[config.mk]
export PLATFORM = sky130hd
export DESIGN_NAME = spmv_row_scheduler_flat
export DESIGN_NICKNAME = d
export VERILOG_FILES = /design/src/rtl/spmv_row_scheduler_if.sv /design/src/rtl/spmv_row_scheduler.sv /design/src/flat_wrapper.sv
export SDC_FILE = /design/constraint.sdc
export NUM_CORES = 1
export LEC_CHECK = 0
export ABC_AREA = 1
export CORE_MARGIN = 4
export CORE_UTILIZATION = 50
export DETAILED_ROUTE_END_ITERATION = 10
export HOLD_SLACK_MARGIN = 0.06
export MAX_ROUTING_LAYER = met4
export PLACE_DENSITY = 0.7
export SETUP_SLACK_MARGIN = 0.05
export SLEW_MARGIN = 10
export SYNTH_ARGS = -nofsm -noshare
export SYNTH_HDL_FRONTEND = slang
export SYNTH_SLANG_ARGS = --single-unit
[constraint.sdc]
create_clock -name clk -period 3.9 [get_ports clk]
set_input_delay 0.78 -clock clk [delete_from_list [all_inputs] [get_ports clk]]
set_output_delay 0.78 -clock clk [all_outputs]
set_load 0.005 [all_outputs]
[src/rtl/spmv_row_scheduler_if.sv]
// Row-pointer and tag-beat streams of the SpMV row scheduler.
//   r_beg_*  : CSR row-pointer stream into the scheduler (valid/ready/data)
//   tag_*    : per-beat lane tags out to the product/row-reduction network
// Modports:
//   slave  : scheduler view (sinks r_beg, sources tags)
//   master : environment view (sources r_beg, sinks tags)
// Parameters must match those of the attached spmv_row_scheduler;
// ROW_WIDTH is the scheduler's derived row-index width.
interface spmv_row_scheduler_if #(
  parameter int PARALLELISM = 4,
  parameter int PTR_WIDTH   = 32,
  parameter int ROW_WIDTH   = 5
);
  logic                             r_beg_valid;
  logic                             r_beg_ready;
  logic [PTR_WIDTH-1:0]             r_beg_data;
  logic                             tag_valid;
  logic                             tag_ready;
  logic [PARALLELISM*ROW_WIDTH-1:0] tag_row;
  logic [PARALLELISM-1:0]           tag_lane_en;
  logic [PARALLELISM-1:0]           tag_last;
  logic [PARALLELISM-1:0]           tag_zero;

  modport slave (
    input  r_beg_valid, r_beg_data, tag_ready,
    output r_beg_ready, tag_valid, tag_row, tag_lane_en, tag_last, tag_zero
  );

  modport master (
    output r_beg_valid, r_beg_data, tag_ready,
    input  r_beg_ready, tag_valid, tag_row, tag_lane_en, tag_last, tag_zero
  );
endinterface

[src/rtl/spmv_row_scheduler.sv]
// spmv_row_scheduler: walks the CSR row-pointer stream of one job and emits
// one tag beat per group of up to PARALLELISM nonzeros, never spanning rows.
// Empty rows produce a single lane-0 "zero" beat.
// Ports:
//   clk, rst_n       clock, synchronous active-low reset
//   start, num_rows  job start (sampled in IDLE), rows in job
//   busy, done       job in flight / one-cycle end-of-job pulse
//   err              sticky: row pointer went backwards
//   nnz_total        last pointer minus first, valid from done
//   bus              spmv_row_scheduler_if.slave (r_beg and tag streams)
// Optional: `define SPMV_ROW_SCHED_PERF_EN adds perf_beats / perf_stall
// (saturating, cleared on accepted start).
module spmv_row_scheduler #(
  parameter  int PARALLELISM = 4,
  parameter  int PTR_WIDTH   = 32,
  parameter  int MAX_ROWS    = 32,
  localparam int ROW_WIDTH   = (MAX_ROWS > 1) ? $clog2(MAX_ROWS) : 1
) (
  input  logic                 clk,
  input  logic                 rst_n,
  input  logic                 start,
  input  logic [ROW_WIDTH:0]   num_rows,
  output logic                 busy,
  output logic                 done,
  output logic                 err,
  output logic [PTR_WIDTH-1:0] nnz_total,
`ifdef SPMV_ROW_SCHED_PERF_EN
  output logic [31:0]          perf_beats,
  output logic [31:0]          perf_stall,
`endif
  spmv_row_scheduler_if.slave  bus
);
  localparam int CW = $clog2(PARALLELISM + 1);

  typedef enum logic [2:0] {IDLE, FETCH0, FETCH, EMIT, DONE} state_t;

  state_t                                 state;
  logic [ROW_WIDTH:0]                     nrows;
  logic [ROW_WIDTH-1:0]                   row;
  logic [PTR_WIDTH-1:0]                   base, ptr, endp;
  logic [CW-1:0]                          cur_n;
  logic                                   rb_ready_q, tv_q;
  logic [PARALLELISM-1:0][ROW_WIDTH-1:0]  trow_q;
  logic [PARALLELISM-1:0]                 ten_q, tlast_q, tzero_q;

  // Next beat, built from (start ptr, row end): in FETCH from the incoming
  // end pointer, in EMIT from the pointer advanced past the current beat.
  logic [PTR_WIDTH-1:0]                   nb_ptr, nb_end, nb_rem, ptr_adv;
  logic [CW-1:0]                          nb_n;
  logic                                   nb_closes, nb_empty;
  logic [PARALLELISM-1:0][ROW_WIDTH-1:0]  nb_row;
  logic [PARALLELISM-1:0]                 nb_en, nb_last, nb_zero;
  logic                                   rb_hs, tag_hs, row_closes;

  assign rb_hs      = rb_ready_q && bus.r_beg_valid;
  assign tag_hs     = tv_q && bus.tag_ready;
  // A lane-last bit is set exactly when the held beat finishes its row.
  assign row_closes = |tlast_q;
  assign ptr_adv    = ptr + PTR_WIDTH'(cur_n);

  always_comb begin
    nb_ptr    = (state == EMIT) ? ptr_adv : ptr;
    nb_end    = (state == EMIT) ? endp : bus.r_beg_data;
    nb_rem    = nb_end - nb_ptr;
    nb_closes = (nb_rem <= PTR_WIDTH'(PARALLELISM));
    nb_n      = nb_closes ? nb_rem[CW-1:0] : CW'(PARALLELISM);
    nb_empty  = (nb_n == '0);
  end

  for (genvar i = 0; i < PARALLELISM; i++) begin : g_lane
    assign nb_en[i]   = nb_empty ? (i == 0) : (CW'(i) < nb_n);
    assign nb_zero[i] = nb_empty && (i == 0);
    assign nb_last[i] = nb_empty ? (i == 0) : (nb_closes && (nb_n == CW'(i + 1)));
    assign nb_row[i]  = nb_en[i] ? row : '0;
  end

  always_ff @(posedge clk) begin
    if (!rst_n) begin
      state      <= IDLE;
      busy       <= 1'b0;
      done       <= 1'b0;
      err        <= 1'b0;
      nnz_total  <= '0;
      nrows      <= '0;
      row        <= '0;
      base       <= '0;
      ptr        <= '0;
      endp       <= '0;
      cur_n      <= '0;
      rb_ready_q <= 1'b0;
      tv_q       <= 1'b0;
      trow_q     <= '0;
      ten_q      <= '0;
      tlast_q    <= '0;
      tzero_q    <= '0;
    end else begin
      done <= 1'b0;
      case (state)
        IDLE: if (start) begin
          err   <= 1'b0;
          busy  <= 1'b1;
          nrows <= num_rows;
          row   <= '0;
          if (num_rows == '0) begin
            nnz_total <= '0;
            done      <= 1'b1;
            state     <= DONE;
          end else begin
            rb_ready_q <= 1'b1;
            state      <= FETCH0;
          end
        end
        FETCH0: if (rb_hs) begin
          base  <= bus.r_beg_data;
          ptr   <= bus.r_beg_data;
          state <= FETCH;
        end
        FETCH: if (rb_hs) begin
          endp       <= bus.r_beg_data;
          rb_ready_q <= 1'b0;
          if (bus.r_beg_data < ptr) begin
            err       <= 1'b1;
            nnz_total <= bus.r_beg_data - base;
            done      <= 1'b1;
            state     <= DONE;
          end else begin
            tv_q    <= 1'b1;
            trow_q  <= nb_row;
            ten_q   <= nb_en;
            tlast_q <= nb_last;
            tzero_q <= nb_zero;
            cur_n   <= nb_n;
            state   <= EMIT;
          end
        end
        EMIT: if (tag_hs) begin
          ptr <= ptr_adv;
          if (!row_closes) begin
            trow_q  <= nb_row;
            ten_q   <= nb_en;
            tlast_q <= nb_last;
            tzero_q <= nb_zero;
            cur_n   <= nb_n;
          end else begin
            tv_q    <= 1'b0;
            trow_q  <= '0;
            ten_q   <= '0;
            tlast_q <= '0;
            tzero_q <= '0;
            if ({1'b0, row} == nrows - (ROW_WIDTH+1)'(1)) begin
              nnz_total <= endp - base;
              done      <= 1'b1;
              state     <= DONE;
            end else begin
              row        <= row + ROW_WIDTH'(1);
              rb_ready_q <= 1'b1;
              state      <= FETCH;
            end
          end
        end
        DONE: begin
          busy  <= 1'b0;
          state <= IDLE;
        end
        default: state <= IDLE;
      endcase
    end
  end

  assign bus.r_beg_ready = rb_ready_q;
  assign bus.tag_valid   = tv_q;
  assign bus.tag_row     = trow_q;
  assign bus.tag_lane_en = ten_q;
  assign bus.tag_last    = tlast_q;
  assign bus.tag_zero    = tzero_q;

`ifdef SPMV_ROW_SCHED_PERF_EN
  always_ff @(posedge clk) begin
    if (!rst_n) begin
      perf_beats <= '0;
      perf_stall <= '0;
    end else if (state == IDLE && start) begin
      perf_beats <= '0;
      perf_stall <= '0;
    end else begin
      if (tag_hs && perf_beats != '1)
        perf_beats <= perf_beats + 32'd1;
      if (tv_q && !bus.tag_ready && perf_stall != '1)
        perf_stall <= perf_stall + 32'd1;
    end
  end
`endif
endmodule
[src/flat_wrapper.sv]
// flat-port wrapper written by rule: the top's interface ports become plain ports
module spmv_row_scheduler_flat 
#(
  parameter  int PARALLELISM = 4,
  parameter  int PTR_WIDTH   = 32,
  parameter  int MAX_ROWS    = 32,
  localparam int ROW_WIDTH   = (MAX_ROWS > 1) ? $clog2(MAX_ROWS) : 1
)
  (clk, rst_n, start, num_rows, busy, done, err, nnz_total, bus_r_beg_valid, bus_r_beg_data, bus_tag_ready, bus_r_beg_ready, bus_tag_valid, bus_tag_row, bus_tag_lane_en, bus_tag_last, bus_tag_zero);
  spmv_row_scheduler_if #(.PARALLELISM(PARALLELISM), .PTR_WIDTH(PTR_WIDTH)) bus_i ();
  input  logic clk;
  input  logic rst_n;
  input  logic start;
  input  logic [ROW_WIDTH:0] num_rows;
  output logic busy;
  output logic done;
  output logic err;
  output logic [PTR_WIDTH-1:0] nnz_total;
  input wire logic [$bits(bus_i.r_beg_valid)-1:0] bus_r_beg_valid;
  input wire logic [$bits(bus_i.r_beg_data)-1:0] bus_r_beg_data;
  input wire logic [$bits(bus_i.tag_ready)-1:0] bus_tag_ready;
  output wire logic [$bits(bus_i.r_beg_ready)-1:0] bus_r_beg_ready;
  output wire logic [$bits(bus_i.tag_valid)-1:0] bus_tag_valid;
  output wire logic [$bits(bus_i.tag_row)-1:0] bus_tag_row;
  output wire logic [$bits(bus_i.tag_lane_en)-1:0] bus_tag_lane_en;
  output wire logic [$bits(bus_i.tag_last)-1:0] bus_tag_last;
  output wire logic [$bits(bus_i.tag_zero)-1:0] bus_tag_zero;
  assign bus_i.r_beg_valid = bus_r_beg_valid;
  assign bus_i.r_beg_data = bus_r_beg_data;
  assign bus_i.tag_ready = bus_tag_ready;
  assign bus_r_beg_ready = bus_i.r_beg_ready;
  assign bus_tag_valid = bus_i.tag_valid;
  assign bus_tag_row = bus_i.tag_row;
  assign bus_tag_lane_en = bus_i.tag_lane_en;
  assign bus_tag_last = bus_i.tag_last;
  assign bus_tag_zero = bus_i.tag_zero;
  spmv_row_scheduler #(.PARALLELISM(PARALLELISM), .PTR_WIDTH(PTR_WIDTH), .MAX_ROWS(MAX_ROWS)) u_core (.clk(clk), .rst_n(rst_n), .start(start), .num_rows(num_rows), .busy(busy), .done(done), .err(err), .nnz_total(nnz_total), .bus(bus_i));
endmodule
==> results.txt, run 1 <==
* Power density over the cells: 417 nW/um^2
* Syn. warnings: 0
* Total number of vias: 14971
* Largest clock skew in the final design: 0.0253 ns
- The synthesized design contains 0 enable-type register cells.
* Worst skew pair latency: 0.46 ns
- FMAX: 232 MHz
- Final WL: 47400 um
- Violated checks: negative setup slack
- Clk pin slew, worst setup/hold paths: 0.08 ns
* Final-report hold violation count: 0
- The netlist uses 50 different library cells.
- Among all flip-flop cells after synthesis, the most frequent one is dfxtp_1.
- Antenna violations before repair: 1
- Die ar.: 28800 sq um
* Via-per-instance ratio: 5.47
* Num rows: 58
- The worst register-to-register path begins at u_core.cur_n[0]$_SDFFE_PN0P_.
- Share of post-route cells with drive strength above 1: 21.2%
- Cell Count Post-Placement: 2675
- Leakage power: 7.77 nW
* Category of the critical setup timing path: flop to flop
- Finished Layout Cells: 2737
- Headroom to the max-slew limit came out at 20.1%.
- Worst slack after detailed placement: -0.656 ns
* Quantity of hold-fixing buffers added after cts: 0
* FF+latch count, synth: 179
- Compared with the post-synthesis result, the final layout area differs by 36.0%.
- Worst-case vdd ir drop: 277 uV
* R2r setup slk: -0.41 ns
* Maximum fanout along the worst path: 6
* Required time reported for the critical path endpoint: 4.19 ns
- Number of port buffers: 108
- Pins Over Slew Limit: 0
- The worst setup path is captured at a flop.
* Proportion of synthesized chip area in sequential cells: 27.4%
- The path with the worst hold slack has its endpoint at u_core.base[30]$_SDFFE_PN0P_.
- Setup repair after global routing could not meet its margin everywhere.
* Final clock period utilization by the worst path: 111%
- CTS built an H-tree with a depth of 4.
* Final-stage net count: 2537
- The first global-routing pass estimated 72700 um of wire.
- Setup violations remaining at the end of the flow were counted as 26.
- Iter 0 DRT Violations: 1325
- Across all setup checks in the final design, the least slack found is -0.411 ns.
* Slew of the pin with the lowest slew margin: 1.20 ns
- The die is 170 um wide.
* Chip Height: 170 um
- In the final timing run, aggregate negative setup slack is -9.72 ns.
- Launching element type of the critical path: flop
* Initial core utilization: 51.3%
* Filler cell count: 2232
* Mean cell area of the mapped netlist: 6.33 sq um
- The core region is 25500 sq um.
- The flow ran to the end, but the final reports show violations.
- The startpoint identified for the worst hold timing path is u_core.base[30]$_SDFFE_PN0P_.
* Biggest area contributors in the synthesized netlist: dfxtp_1, nand2_1, ha_1
- The number of cells on the worst reg-to-reg path is 30.
- Synthesis produced 2065 cells.
- Summed over all nets, the half-perimeter wirelength after detailed placement is 36200 um.
- Proportion of register bits with asynchronous set or reset after synthesis: 0%
- Clock tree synthesis found a total of 179 sinks.
- Among all stages on the critical path, the largest delay is contributed by dfxtp_2.
- Count of maximum capacitance violations: 0
* WL/cell: 17.3 um
- Ports: 112
- Delay of the slowest cell on the worst path: 0.37 ns
* CTS tree: yes
* Vias in the first global route: 13917
- CTS max path bufs: 2
* First-pass detailed-route iteration total: 5
- Endpoint of the worst register-to-register path: u_core.bus.tag_row[13]$_SDFFE_PN0P_
* Top cell by count, worst path: nand2_1
- In the global route stage, overall resource usage came out at 32.4%.
- Once detail routing completed, the nets flagged for antenna violations numbered 0.
- Mapped Area: 13100 sq um
- The congestion estimate from routability-driven global placement came to 0.999.
- Cts bufs inserted: 17
- In this run the clock root is driven by a clkbuf_16.
* Kind of path behind the tightest hold check: flop to flop
* Count of unresolved DRC violations after routing: 0
- Entering global routing, the biggest net connects 108 pins.
* Most area-hungry cell type in the Yosys netlist: dfxtp_1
- GRT Residual Overflow: 0
- The worst path in the final design needs a cycle of 4.31 ns, including I/O delays and setup.
- Area share of the largest cell type after synthesis: 27.4%
- Core occupancy in the finished layout: 69.8%
- Number of cells on the worst hold path: 2
- Arrival time reported for the critical path endpoint: 4.60 ns
-- synth_stat cells (3+ instances only) --
master,number
nand4_1,21
nand2_2,23
dfxtp_1,179
ha_1,98
a21boi_0,3
nand3_2,6
o221ai_1,3
a21oi_1,206
nand3b_1,7
o21ai_1,6
nand2_1,545
nor2_2,7
xor2_1,35
nor4_1,9
buf_2,8
nor3b_1,4
a21o_1,3
buf_1,4
inv_1,258
or2_2,6
buf_4,3
o21ai_0,165
inv_2,5
xnor2_1,11
o21a_1,14
o211ai_1,6
nor3_1,32
o21bai_1,5
clkbuf_1,49
nand3_1,89
nor2_1,190
a211oi_1,5
a31oi_1,32
fa_1,3
nor2_4,7
-- power by group --
group	leakage [nW]	switching [W]	internal (W)
logic	6.02	0.00203	0.00140
clock network	0.305	0.000985	0.000896
registers	1.45	0.000116	0.00200
-- per-layer routing --
layer | part of all wire [%] | GRT usage (%) | up-vias
met5 | 0 | - | -
met4 | 4.5 | 13.8 | 0
met3 | 6.4 | 5.17 | 123
met2 | 46 | 50.5 | 575
met1 | 44 | 41.8 | 6857
li1 | - | - | 7416
-- kinds of logic (layout without fill, tap and decap cells) --
logic type / after synthesis / count (layout) / share of synthesized area, %
other cells: 1 / 4 / 0.0287
fa+ha+maj: 101 / 101 / 9.84
buf+inv: 330 / 669 / 9.69
xor+xnor: 46 / 46 / 3.08
compound gates: 453 / 453 / 18.6
simple gates: 955 / 955 / 31.4
flops: 179 / 179 / 27.4
-- critical path, delay by kind of cell (launching register included) --
family | cells | cell delay [ns]
and+or+nand+nor | 18 | 2.08
adders and majority gates | 3 | 0.65
buffers and inverters | 5 | 0.57
AOI/OAI and AO/OA | 4 | 0.46
DFF | 1 | 0.37
-- how the worst max path moves through the flow --
stage,start,end,slack [ns],depth (start not counted)
floorplan,u_core.cur_n[0]$_SDFFE_PN0P_,u_core.bus.tag_lane_en[2]$_SDFFE_PN0P_,0.05,32
finish,u_core.cur_n[0]$_SDFFE_PN0P_,u_core.bus.tag_row[13]$_SDFFE_PN0P_,-0.41,30
global route,u_core.ptr[0]$_SDFFE_PN0P_,u_core.cur_n[2]$_SDFFE_PN0P_,-0.68,34
CTS,u_core.cur_n[1]$_SDFFE_PN0P_,u_core.bus.tag_lane_en[2]$_SDFFE_PN0P_,-0.28,33
detailed placement,u_core.cur_n[0]$_SDFFE_PN0P_,u_core.bus.tag_row[11]$_SDFFE_PN0P_,-0.66,34
global placement,u_core.cur_n[0]$_SDFFE_PN0P_,u_core.bus.tag_row[12]$_SDFFE_PN0P_,-0.60,34
-- area by class of cell --
class                      instances  area [sq um]  share of cell area, %
timing repair buffer             372          3180                   17.9
inverter                         265          1000                   5.63
multi-input combinational       1558          8960                   50.4
antenna                            1          2.50                 0.0141
tap                              330           413                   2.32
clock inverter                    15           214                   1.20
clock buffer                      17           425                   2.39
sequential                       179          3590                   20.2
-- registers in the layout (all words and copies together) (netlist names) --
register / flops
u_core.base: 32
u_core.bus.r_beg_ready: 1
u_core.bus.tag_lane_en: 4
u_core.bus.tag_last: 4
u_core.bus.tag_row: 20
u_core.bus.tag_valid: 1
u_core.bus.tag_zero: 1
u_core.busy: 1
u_core.cur_n: 3
u_core.done: 1
u_core.endp: 32
u_core.err: 1
u_core.nnz_total: 32
u_core.nrows: 6
u_core.ptr: 32
u_core.row: 5
u_core.state: 3
-- metrics by stage --
stage,hold slack (ns),power [W],instance area (sq um)
after CTS,0.465,0.00719,17200
after global routing,0.474,0.00788,17800
after detailed placement,0.453,0.00524,16200
after global placement,0.443,0.00519,16200
after floorplan,0.430,0.00401,13100
final,0.463,0.00743,17800
-- placed cells by master, fill, tap and decap left out, types with 6 or more instances in the layout --
cell type / instances
a21oi_1: 186
a21oi_2: 18
a31oi_1: 32
buf_12: 6
buf_4: 249
buf_6: 8
clkbuf_16: 18
clkdlybuf4s50_1: 107
clkinv_8: 7
dfxtp_1: 174
ha_1: 83
ha_2: 6
ha_4: 9
inv_1: 248
inv_2: 13
nand2_1: 504
nand2_2: 54
nand2_4: 11
nand3_1: 73
nand3_2: 20
nand3b_1: 7
nand4_1: 21
nor2_1: 167
nor2_2: 20
nor2_4: 17
nor3_1: 24
nor4_1: 6
o211ai_1: 6
o21a_1: 14
o21ai_0: 154
o21ai_1: 10
o21ai_2: 6
xnor2_1: 11
xor2_1: 35
-- timing repair --
action                     CTS  global route
gates resized for setup     67           136
setup endpoints to repair   26            33
pin swaps                   39            50
buffers inserted            13            14
cloned                       1             1
No activity file was read; power rests on OpenSTA's default activity.
==> run 2: changes to the inputs <==
--- a/config.mk
+++ b/config.mk
@@ -12,6 +12,7 @@
 export HOLD_SLACK_MARGIN = 0.06
 export MAX_ROUTING_LAYER = met4
 export PLACE_DENSITY = 0.7
+export RECOVER_POWER = 50
 export SETUP_SLACK_MARGIN = 0.05
 export SLEW_MARGIN = 10
 export SYNTH_ARGS = -nofsm -noshare
==> run 2 against run 1 <==
  * Clock power hardly changed
  * Sequential cell count stayed put
  * Sequential power hardly changed
  * The run still ends with negative setup slack left
  * Die area stayed put
  * Critical path type unchanged
  * Count of clock-buffer cells in the layout stayed put
==> results.txt, run 2 (same netlist as run 1, synthesis figures left out) <==
- The delay of the slowest cell on the worst path came to 0.37 ns (about the same).
- The area overhead of the layout relative to synthesis was 36.0% (unchanged).
* Placement Cell Area: 16200 sq um (unchanged)
- Largest clock skew in the final design: 0.0244 ns (-0.000871 ns)
- Iter 0 DRT Violations: 1325 (unchanged)
* Final-stage net count: 2537 (unchanged)
* Launching element type of the critical path: flop
- Count of unresolved DRC violations after routing: 0 (unchanged)
- Clk pin slew, worst setup/hold paths: 0.08 ns (about the same)
- The count of standard-cell rows is 58 (unchanged).
- Ports: 112 (unchanged)
- Category of the critical setup timing path: flop to flop
- Setup crit end kind: flop
- The post-detailed-routing wire length came to 47400 um (about the same).
- The last weighted congestion value of the routability-driven placer was 0.999 (unchanged).
- The share of post-route cells with drive strength above 1 was 21.2% (unchanged).
- Worst path setup slack after routing: -0.414 ns (-0.00324 ns)
* CTS max path bufs: 2 (unchanged)
- Counting stages on the worst path, the most repeated cell is nand2_1.
* Slew Limit Headroom: 20.1% (about the same)
- Maximum fanout along the worst path: 6 (unchanged)
- Setup repair after global routing missed its margin: yes
- The chip width was 170 um (unchanged).
* Commonest non-fill, non-tap cells in the layout: nand2_1, buf_4, inv_1, a21oi_1, dfxtp_1
- The core area came to 25500 sq um (unchanged).
- The maximum operating frequency came to 232 MHz (about the same).
- Power density over the cells: 417 nW/um^2 (about the same)
- Vias in the first global route: 13917 (unchanged)
* Commonest non-fill, non-tap cell in the layout: nand2_1
- The number of clock sinks seen by CTS was 179 (unchanged).
- The clock latency on the worst-skew pair is 0.46 ns (about the same).
- Initial core utilization: 51.3% (unchanged)
* Root buffer cell: clkbuf_16
* Final clock period utilization by the worst path: 111% (about the same)
* Cts bufs inserted: 17 (unchanged)
- Required time reported for the critical path endpoint: 4.19 ns (about the same)
- Pin count of the biggest net entering global routing: 108 (unchanged)
* HPWL reported at the end of detailed placement: 36200 um (unchanged)
* H-tree depth reported by CTS: 4 (unchanged)
- The via density per instance is 5.47 (about the same).
- The number of antenna violations at the first check in global routing came to 1 (unchanged).
* GRT Residual Overflow: 0 (unchanged)
- Number of port buffers: 108 (unchanged)
* Slew of the pin with the lowest slew margin: 1.20 ns (+0.000177 ns)
- First-pass detailed-route iteration total: 6 (+1)
* Count of maximum capacitance violations: 0 (unchanged)
* Pins Over Slew Limit: 0 (unchanged)
* Global-route wire length before repair: 72700 um (unchanged)
- The number of filler instances in the final layout was 2232 (unchanged).
- The total count of hold-check failures in the final report came to 0 (unchanged).
* CP max stage cell: dfxtp_2
- CTS tree: yes
- The overall power after layout was 0.00742 W (about the same).
* WL/cell: 17.3 um (about the same)
- Outcome: finished with violations
* Global routing usage summed across all routing layers: 32.4% (unchanged)
- Worst-case vdd ir drop: 277 uV (-0.17%)
* Final setup violating endpoints: 26 (unchanged)
* Violated checks: negative setup slack
* Arrival time reported for the critical path endpoint: 4.60 ns (about the same)
* Fin area: 17800 sq um (unchanged)
- Die ar.: 28800 sq um (unchanged)
* Total number of vias: 14973 (+0.013%)
- Chip Height: 170 um (unchanged)
- The path class of the tightest hold or removal check is flop to flop.
- The post-route antenna net violation count came to 0 (unchanged).
- The time the final worst path needs with I/O delays and setup is 4.31 ns (+0.00324 ns).
* Leakage power: 7.77 nW (about the same)
==> run 2: cell count changes in the layout (fill, tap and decap cells not counted) <==
cell,delta
clkdlybuf4s50_1,-2
dlygate4sd3_1,+2
==> run 2: final timing paths <==
check,start,endpoint,cells after the start,slack (ns)
setup / recovery,u_core.cur_n[0]$_SDFFE_PN0P_,u_core.bus.tag_row[13]$_SDFFE_PN0P_,30,-0.41
hold / removal,u_core.base[30]$_SDFFE_PN0P_,u_core.base[30]$_SDFFE_PN0P_,2,0.46
setup reg to reg,u_core.cur_n[0]$_SDFFE_PN0P_,u_core.bus.tag_row[13]$_SDFFE_PN0P_,30,-0.41
hold reg to reg,u_core.base[30]$_SDFFE_PN0P_,u_core.base[30]$_SDFFE_PN0P_,2,0.46
==> run 2: power breakdown <==
| part | leakage [nW] | internal [W] | total, W | switching (W) |
|---|---|---|---|---|
| Sequential | 1.45 | 0.00200 | 0.00211 | 0.000116 |
| Combinational | 6.02 | 0.00140 | 0.00343 | 0.00203 |
| Clock | 0.305 | 0.000896 | 0.00188 | 0.000985 |
==> run 2: area by class of cell <==
cell class                      instances  area, sq um  area share, %
Antenna cell                            1         2.50         0.0141
Clock buffer                           17          425           2.39
Clock inverter                         15          214           1.20
Inverter                              265         1000           5.63
Multi-Input combinational cell       1558         8960           50.4
Sequential cell                       179         3590           20.2
Tap cell                              330          413           2.32
Timing Repair Buffer                  372         3180           17.9
==> run 2: stage by stage <==
step | worst slack, ns | hold slack [ns] | setup TNS [ns] | utilization (%) | instances
after floorplan | 0.0530 | 0.430 | 0 | - | 2067
after global placement | -0.599 | 0.443 | -15.16 | 63.4 | 2675
after detailed placement | -0.656 | 0.453 | -16.35 | 63.4 | 2675
after CTS | -0.282 | 0.465 | -6.29 | 67.3 | 2721
after global routing | -0.677 | 0.474 | -16.33 | 69.8 | 2737
final | -0.414 | 0.463 | -9.80 | 69.8 | 2737
==> run 2: worst max-delay path: cells and delay by family, from the launching register on <==
kind,cells,cell delay [ns]
and+or+nand+nor,18,2.08
buffers and inverters,5,0.57
AOI/OAI and AO/OA,4,0.47
DFF,1,0.37
adders and majority gates,3,0.65
==> run 2: what timing repair did <==
item	CTS	global route
hold endpoints to repair	0	0
gates cloned	1	1
buffers inserted	13	14
pin swaps	39	50
gates resized for setup	67	136
hold buffers	0	0
endpoints found under the setup margin	26	33
==> run 2: routing by layer <==
layer | part of all wire, % | vias up | track usage, % | routed length [um]
met1 | 44 | 6855 | 41.8 | 20700
met5 | 0 | - | - | 0
met2 | 45 | 575 | 50.5 | 21600
met4 | 4.6 | 0 | 13.8 | 2160
li1 | - | 7418 | - | -
met3 | 6.3 | 125 | 5.17 | 2980
